--- config.mk ---
export PLATFORM = sky130hd
export DESIGN_NAME = kernel_ring_store
export DESIGN_NICKNAME = d
export VERILOG_FILES = /design/src/rtl/kernel_ring_store.sv
export SDC_FILE = /design/constraint.sdc
export NUM_CORES = 2
export LEC_CHECK = 0
export ABC_CLOCK_PERIOD_IN_PS = 13300
export CORE_MARGIN = 3
export CORE_UTILIZATION = 35
export CTS_CLUSTER_SIZE = 12
export DETAILED_ROUTE_END_ITERATION = 8
export PLACE_DENSITY = 0.6
export SLEW_MARGIN = 20
export SYNTH_ARGS = -nofsm -noshare
export SYNTH_HDL_FRONTEND = slang
export SYNTH_MEMORY_MAX_BITS = 65536
export SYNTH_SLANG_ARGS = --single-unit
--- constraint.sdc ---
create_clock -name clk -period 13.3 [get_ports clk]
set_clock_uncertainty 0.05 [all_clocks]
set_input_delay 1.33 -clock clk [delete_from_list [all_inputs] [get_ports clk]]
set_output_delay 1.33 -clock clk [all_outputs]
set_load 0.05 [all_outputs]
--- src/rtl/kernel_ring_store.sv ---
// Banked ring store: per-block lane rings loaded beat by beat, then rotated in lockstep.
// Optional rotation counter enabled by defining KERNEL_RING_STORE_ROT_CNT_EN.
module kernel_ring_store #(
  parameter int DATA_WIDTH = 16,
  parameter int NB_BLOCKS  = 12,
  parameter int ROWS       = 3,
  parameter int DEPTH      = 8
) (
  input  logic                                 clk,
  input  logic                                 rst_in,
  input  logic                                 load_valid_in,
  output logic                                 load_ready_out,
  input  logic [5:0]                           load_block_in,
  input  logic [ROWS*DATA_WIDTH-1:0]           load_data_in,
  input  logic                                 cycle_in,
  input  logic                                 clear_in,
  output logic [NB_BLOCKS*ROWS*DATA_WIDTH-1:0] data_out,
  output logic [1:0]                           state_out,
  output logic                                 idx_err_out,
  output logic [7:0]                           rot_cnt_out,
  output logic                                 rot_wrap_out
);

  localparam int              PW   = $clog2(DEPTH);
  localparam int              FW   = $clog2(DEPTH + 1);
  localparam logic [FW-1:0]   FULL = FW'(DEPTH);
  localparam logic [6:0]      NB7  = 7'(NB_BLOCKS);

  typedef enum logic [1:0] {
    S_IDLE    = 2'd0,
    S_LOADING = 2'd1,
    S_READY   = 2'd2
  } state_t;

  state_t                r_state;
  logic [FW-1:0]         r_fill [NB_BLOCKS];
  logic [PW-1:0]         r_wptr [NB_BLOCKS];
  logic [PW-1:0]         r_rptr [NB_BLOCKS];
  logic                  r_idx_err;
  logic [DATA_WIDTH-1:0] r_mem  [NB_BLOCKS][ROWS][DEPTH];

  logic                  w_idx_ok;
  logic                  w_accept;
  logic                  w_wr_en;
  logic                  w_all_full;
  logic                  w_rot;
  logic [NB_BLOCKS-1:0]  w_blk_hit;
  logic [FW-1:0]         w_sel_fill;

  // Block decode by comparison avoids indexing the block arrays with an out-of-range index.
  always_comb begin
    w_idx_ok   = ({1'b0, load_block_in} < NB7);
    w_sel_fill = '0;
    w_blk_hit  = '0;
    w_all_full = 1'b1;
    for (int b = 0; b < NB_BLOCKS; b++) begin
      w_blk_hit[b] = (load_block_in == 6'(b));
      if (w_blk_hit[b]) w_sel_fill = r_fill[b];
      if (r_fill[b] != FULL) w_all_full = 1'b0;
    end
  end

  assign load_ready_out = (r_state != S_READY) && (!w_idx_ok || (w_sel_fill < FULL));
  assign w_accept       = load_valid_in && load_ready_out;
  assign w_wr_en        = w_accept && w_idx_ok && !clear_in && !rst_in;
  assign w_rot          = (r_state == S_READY) && cycle_in && !clear_in;

  always_ff @(posedge clk) begin
    if (rst_in || clear_in) begin
      r_state   <= S_IDLE;
      r_idx_err <= 1'b0;
      for (int b = 0; b < NB_BLOCKS; b++) begin
        r_fill[b] <= '0;
        r_wptr[b] <= '0;
        r_rptr[b] <= '0;
      end
    end else begin
      if (w_accept && !w_idx_ok) r_idx_err <= 1'b1;
      for (int b = 0; b < NB_BLOCKS; b++) begin
        if (w_wr_en && w_blk_hit[b]) begin
          r_wptr[b] <= r_wptr[b] + PW'(1);
          r_fill[b] <= r_fill[b] + FW'(1);
        end
        if (w_rot) r_rptr[b] <= r_rptr[b] + PW'(1);
      end
      case (r_state)
        S_IDLE:    if (w_accept && w_idx_ok) r_state <= S_LOADING;
        S_LOADING: if (w_all_full) r_state <= S_READY;
        default:   r_state <= S_READY;
      endcase
    end
  end

  // Storage is never reset; empty blocks are masked on the output instead.
  always_ff @(posedge clk) begin
    for (int b = 0; b < NB_BLOCKS; b++) begin
      for (int r = 0; r < ROWS; r++) begin
        if (w_wr_en && w_blk_hit[b])
          r_mem[b][r][r_wptr[b]] <= load_data_in[r*DATA_WIDTH +: DATA_WIDTH];
      end
    end
  end

  always_comb begin
    data_out = '0;
    for (int b = 0; b < NB_BLOCKS; b++) begin
      for (int r = 0; r < ROWS; r++) begin
        if (r_fill[b] != '0)
          data_out[(b*ROWS+r)*DATA_WIDTH +: DATA_WIDTH] = r_mem[b][r][r_rptr[b]];
      end
    end
  end

  assign state_out   = r_state;
  assign idx_err_out = r_idx_err;

`ifdef KERNEL_RING_STORE_ROT_CNT_EN
  logic [7:0] r_rot_cnt;
  logic       r_rot_wrap;

  always_ff @(posedge clk) begin
    if (rst_in || clear_in) begin
      r_rot_cnt  <= '0;
      r_rot_wrap <= 1'b0;
    end else begin
      r_rot_wrap <= 1'b0;
      if (w_rot) begin
        if (r_rot_cnt == 8'(DEPTH - 1)) begin
          r_rot_cnt  <= '0;
          r_rot_wrap <= 1'b1;
        end else begin
          r_rot_cnt  <= r_rot_cnt + 8'd1;
        end
      end
    end
  end

  assign rot_cnt_out  = r_rot_cnt;
  assign rot_wrap_out = r_rot_wrap;
`else
  assign rot_cnt_out  = '0;
  assign rot_wrap_out = 1'b0;
`endif

endmodule

==> flow_metrics.py <==
metrics = {
    "final_layout": {
        "finalNonFillerCells": 16200,
        "finish.net_count": 9074,
        "layout.cell_area.non_filler_mm2": 0.211,
        "utilization_pct": 41.0,
        "fill_cells": 44700,
        "synthToLayoutAreaGrowth_pct": 16.3,
        "post_route_cells_drive_above_1_share_pct": 23.0,
    },
    "detailed_routing": {
        "postRouteAntennaNets": 0,
        "drt_pre_antenna_iters": 6,
        "wl_um": 503000,
        "avgViaCountPerCell": 5.34,
        "drt_iter0_drc": 10800,
        "detail_route.drc_violations": 0,
        "routed-via-count": 86400,
        "routed_wl_per_cell_um": 31.1,
    },
    "place": {
        "dpl_cell_area_mm2": 0.197,
        "dp.cells": 15400,
        "portBuffers": 638,
        "detailed_place_hpwl_um": 291000,
        "globalplace.congestion": 0.773,
    },
    "grt": {
        "largest_net_degree_at_the_start_of_global_routing": 99,
        "groute.layer.met3.usage_pct": 3.48,
        "grt_usage_pct": 18.6,
        "grt_use_met1_pct": 25.9,
        "first_pass_grt_wire_length_um": 695000,
        "use_met2_pct": 30.4,
        "overflow": 0,
        "grt.busiest_layer": "met2",
        "grt_pass1_vias": 87900,
        "grt_antenna_before_repair": 97,
    },
    "synth": {
        "yosys_register_bits": 4731,
        "post_synth_and_or_nand_nor_area_fraction_pct": 2.45,
        "synth.top_cell.area_share_pct": 78.2,
        "synth.distinct_cells": 51,
        "synth_top_cells_by_area": "sky130_fd_sc_hd__edfxtp_1 78%, sky130_fd_sc_hd__mux4_2 14%, sky130_fd_sc_hd__mux2i_1 3.2%, sky130_fd_sc_hd__nor2_1 1.3%, sky130_fd_sc_hd__clkbuf_1 0.59%",
        "synth-warning-count": 0,
        "synth-edff-count": 4728,
        "synth_top_family_by_area": "multiplexers",
        "syn_avg_cell_area_um2": 22.5,
        "post_synth_mux_area_share_pct": 17.5,
        "synthesis.area_mm2": 0.181,
        "synthMostInstantiatedCell": "sky130_fd_sc_hd__edfxtp_1",
        "ys_top_cells_by_count": "4728 x sky130_fd_sc_hd__edfxtp_1, 1152 x sky130_fd_sc_hd__mux4_2, 641 x sky130_fd_sc_hd__nor2_1, 578 x sky130_fd_sc_hd__mux2i_1, 285 x sky130_fd_sc_hd__clkbuf_1",
        "dominantRegCellSynth": "sky130_fd_sc_hd__edfxtp_1",
        "synthCells": 8061,
        "synthAdderAreaFrac_pct": 0.331,
        "synth-xor-area-share_pct": 0.232,
        "synth-compound-area-share_pct": 0.118,
        "ys_seq_area_share_pct": 78.3,
        "synth.largest_area_cell": "sky130_fd_sc_hd__edfxtp_1",
        "postSynth.asyncResetShare_pct": 0,
    },
    "clock_tree": {
        "cts_num_sinks": 4731,
        "cts-htree-levels": 5,
        "cts_hold_buffers": 0,
        "worst_skew_pair.late_latency_ns": 1.04,
        "cts_inserted_buffers": 473,
        "cts_tree": "done",
        "clk_root_buffer_cell": "sky130_fd_sc_hd__clkbuf_16",
        "number_of_resized_instances_in_the_post_cts_repair_step": 0,
        "cts.clk_slew.worst_paths_ns": 0.06,
        "max-clock-path-buffers": 4,
        "cts_post_setup_buffers_inserted": 0,
    },
    "critical_path": {
        "critPathBufInv": 3,
        "critPathLaunchType": "register",
        "critical-path-slowest-cell": "sky130_fd_sc_hd__buf_4",
        "critical-path-top-cell-by-count": "sky130_fd_sc_hd__buf_4",
        "cpLargestDelayFamily": "buffers and inverters",
        "critical_path_required_ns": 11.92,
        "timing.critical_path.to_type": "primary output",
        "critPathMaxFanout": 51,
        "rr_worst_depth": 8,
        "cp_data_arrival_time_ns": 5.36,
        "max_stage_delay_ns": 0.91,
        "setup.worst_path.class": "register to primary output",
        "path_depth": 6,
        "timing.critical_path.cells": "buf_4, buf_4, mux4_2, mux2i_1, nor2_1, clkdlybuf4s50_1",
        "flop_to_flop_setup_slack_ns": 9.13,
    },
    "pwr": {
        "power.density_mw_per_mm2": 147,
        "max-vdd-ir-drop_mv": 0.127,
        "power_leakage_nw": 63.8,
    },
    "status": {
        "run_status": "complete, no violations",
    },
    "die": {
        "die-height_um": 726,
        "initial_core_util_pct": 35.3,
        "die_area_mm2": 0.527,
        "dieWidth_um": 726,
        "core_region_area_mm2": 0.515,
        "floorplan.rows": 263,
        "io_pins": 648,
    },
    "sta": {
        "timing.final.max_slew_violations": 0,
        "totalNegativeSetupSlack_ns": 0,
        "fmax_mhz": 148,
        "hold_viol": 0,
        "final_critical_delay_including_setup_and_external_delays_ns": 6.74,
        "setup_repair_after_global_routing_missed_its_margin": "no",
        "timing.final.crit_share_pct": 50.7,
        "timing.slew.headroom_pct": 22.2,
        "timing.final.setup_violations": 0,
        "worstMarginPinSlew_ns": 1.16,
    },
    "flow_run": {
        "drv_cap": 0,
    },
    "hold_path": {
        "whs_path_depth": 1,
        "worstHoldPathType": "register to register",
    },
}
## metrics by stage
stage	worst slack (ns)	hold WS [ns]	power, mW
floorplan	4.86	0.536	18.1
CTS	6.38	0.500	31.3
global route	6.06	0.539	32.0
detailed placement	7.05	0.489	19.2
finish	6.56	0.507	31.0
global placement	7.04	0.493	19.2
## cells in the final DEF, fill, tap and decap left out, types with 5 or more instances in the layout
master,instances
sky130_fd_sc_hd__clkinv_1,87
sky130_fd_sc_hd__buf_6,9
sky130_fd_sc_hd__clkinv_4,5
sky130_fd_sc_hd__conb_1,9
sky130_fd_sc_hd__inv_1,44
sky130_fd_sc_hd__clkinv_2,35
sky130_fd_sc_hd__nor3b_2,6
sky130_fd_sc_hd__nand2b_1,21
sky130_fd_sc_hd__nand3_1,28
sky130_fd_sc_hd__xor2_1,12
sky130_fd_sc_hd__diode_2,32
sky130_fd_sc_hd__nor4_2,74
sky130_fd_sc_hd__nor2_4,11
sky130_fd_sc_hd__clkinv_16,19
sky130_fd_sc_hd__clkbuf_16,476
sky130_fd_sc_hd__nor3_1,31
sky130_fd_sc_hd__nor3_2,27
sky130_fd_sc_hd__nor2b_1,8
sky130_fd_sc_hd__nand2_1,36
sky130_fd_sc_hd__and2_1,17
sky130_fd_sc_hd__ha_1,48
sky130_fd_sc_hd__o21ai_0,7
sky130_fd_sc_hd__mux4_2,1152
sky130_fd_sc_hd__mux2i_1,578
sky130_fd_sc_hd__nor2_1,628
sky130_fd_sc_hd__xnor2_1,36
sky130_fd_sc_hd__or2_2,5
sky130_fd_sc_hd__nand4_1,12
sky130_fd_sc_hd__edfxtp_1,4728
sky130_fd_sc_hd__nand4b_1,6
sky130_fd_sc_hd__nor4_1,33
sky130_fd_sc_hd__clkbuf_1,134
sky130_fd_sc_hd__or4_1,6
sky130_fd_sc_hd__clkdlybuf4s50_1,589
sky130_fd_sc_hd__buf_4,271
## worst paths after layout
path                              startpoint                         to
setup / recovery  r_rptr[1][0]$_SDFFCE_PN0P_              data_out[143]
hold / removal     state_out[0]$_SDFFE_PP0P_  state_out[0]$_SDFFE_PP0P_
setup reg to reg  r_fill[4][3]$_SDFFCE_PN0P_    r_mem[2][158]$_DFFE_PP_
hold reg to reg    state_out[0]$_SDFFE_PP0P_  state_out[0]$_SDFFE_PP0P_
## sequential cells by signal, summed over array words and instances, names as in the netlist
signal,cells
idx_err_out,1
r_rptr,36
r_wptr,36
r_fill,48
r_mem,4608
state_out,2
## area by class of cell
class,instances,area [um^2],share of cell area [%]
Timing Repair Buffer,875,8140,3.86
Clock buffer,610,12400,5.88
Clock inverter,162,1370,0.649
Multi-Input combinational cell,2842,38200,18.1
Tap cell,6890,8620,4.09
Antenna cell,32,80.1,0.0379
Inverter,44,165,0.0783
Sequential cell,4731,142000,67.3
## per-layer routing
layer  wire [um]  vias to the layer above  share of wire (%)
met4       12500                        0                2.5
met1      207000                    46800                 41
met2      243000                     3726                 48
met5           0                        -                  0
li1            -                    35300                  -
met3       41000                      556                8.1
## cells by family (layout without fill, tap and decap cells)
logic type	after synthesis	count (layout)
DFF	4731	4731
AOI/OAI and AO/OA	31	31
buffers and inverters	496	1691
xor gates and xnor gates	48	48
adders and majority gates	48	48
muxes	1732	1732
and+or+nand+nor	974	974
other	1	41
## worst register-to-register path, cell delays in order (launching register included)
cell and delay [ns]:
sky130_fd_sc_hd__edfxtp_1 0.63, sky130_fd_sc_hd__mux2i_1 0.27, sky130_fd_sc_hd__a211oi_1 0.15, sky130_fd_sc_hd__a2111oi_0 0.80
sky130_fd_sc_hd__a211oi_4 0.08, sky130_fd_sc_hd__buf_4 0.28, sky130_fd_sc_hd__buf_4 0.35, sky130_fd_sc_hd__nor4_2 0.39
sky130_fd_sc_hd__buf_4 0.73
## report_power, final
part / switching (mW) / internal [mW]
clock: 5.51 / 6.61
combinational: 1.72 / 0.712
sequential: 0.0302 / 16.4
total: 7.26 / 23.7
(Power assumes the default switching activity.)
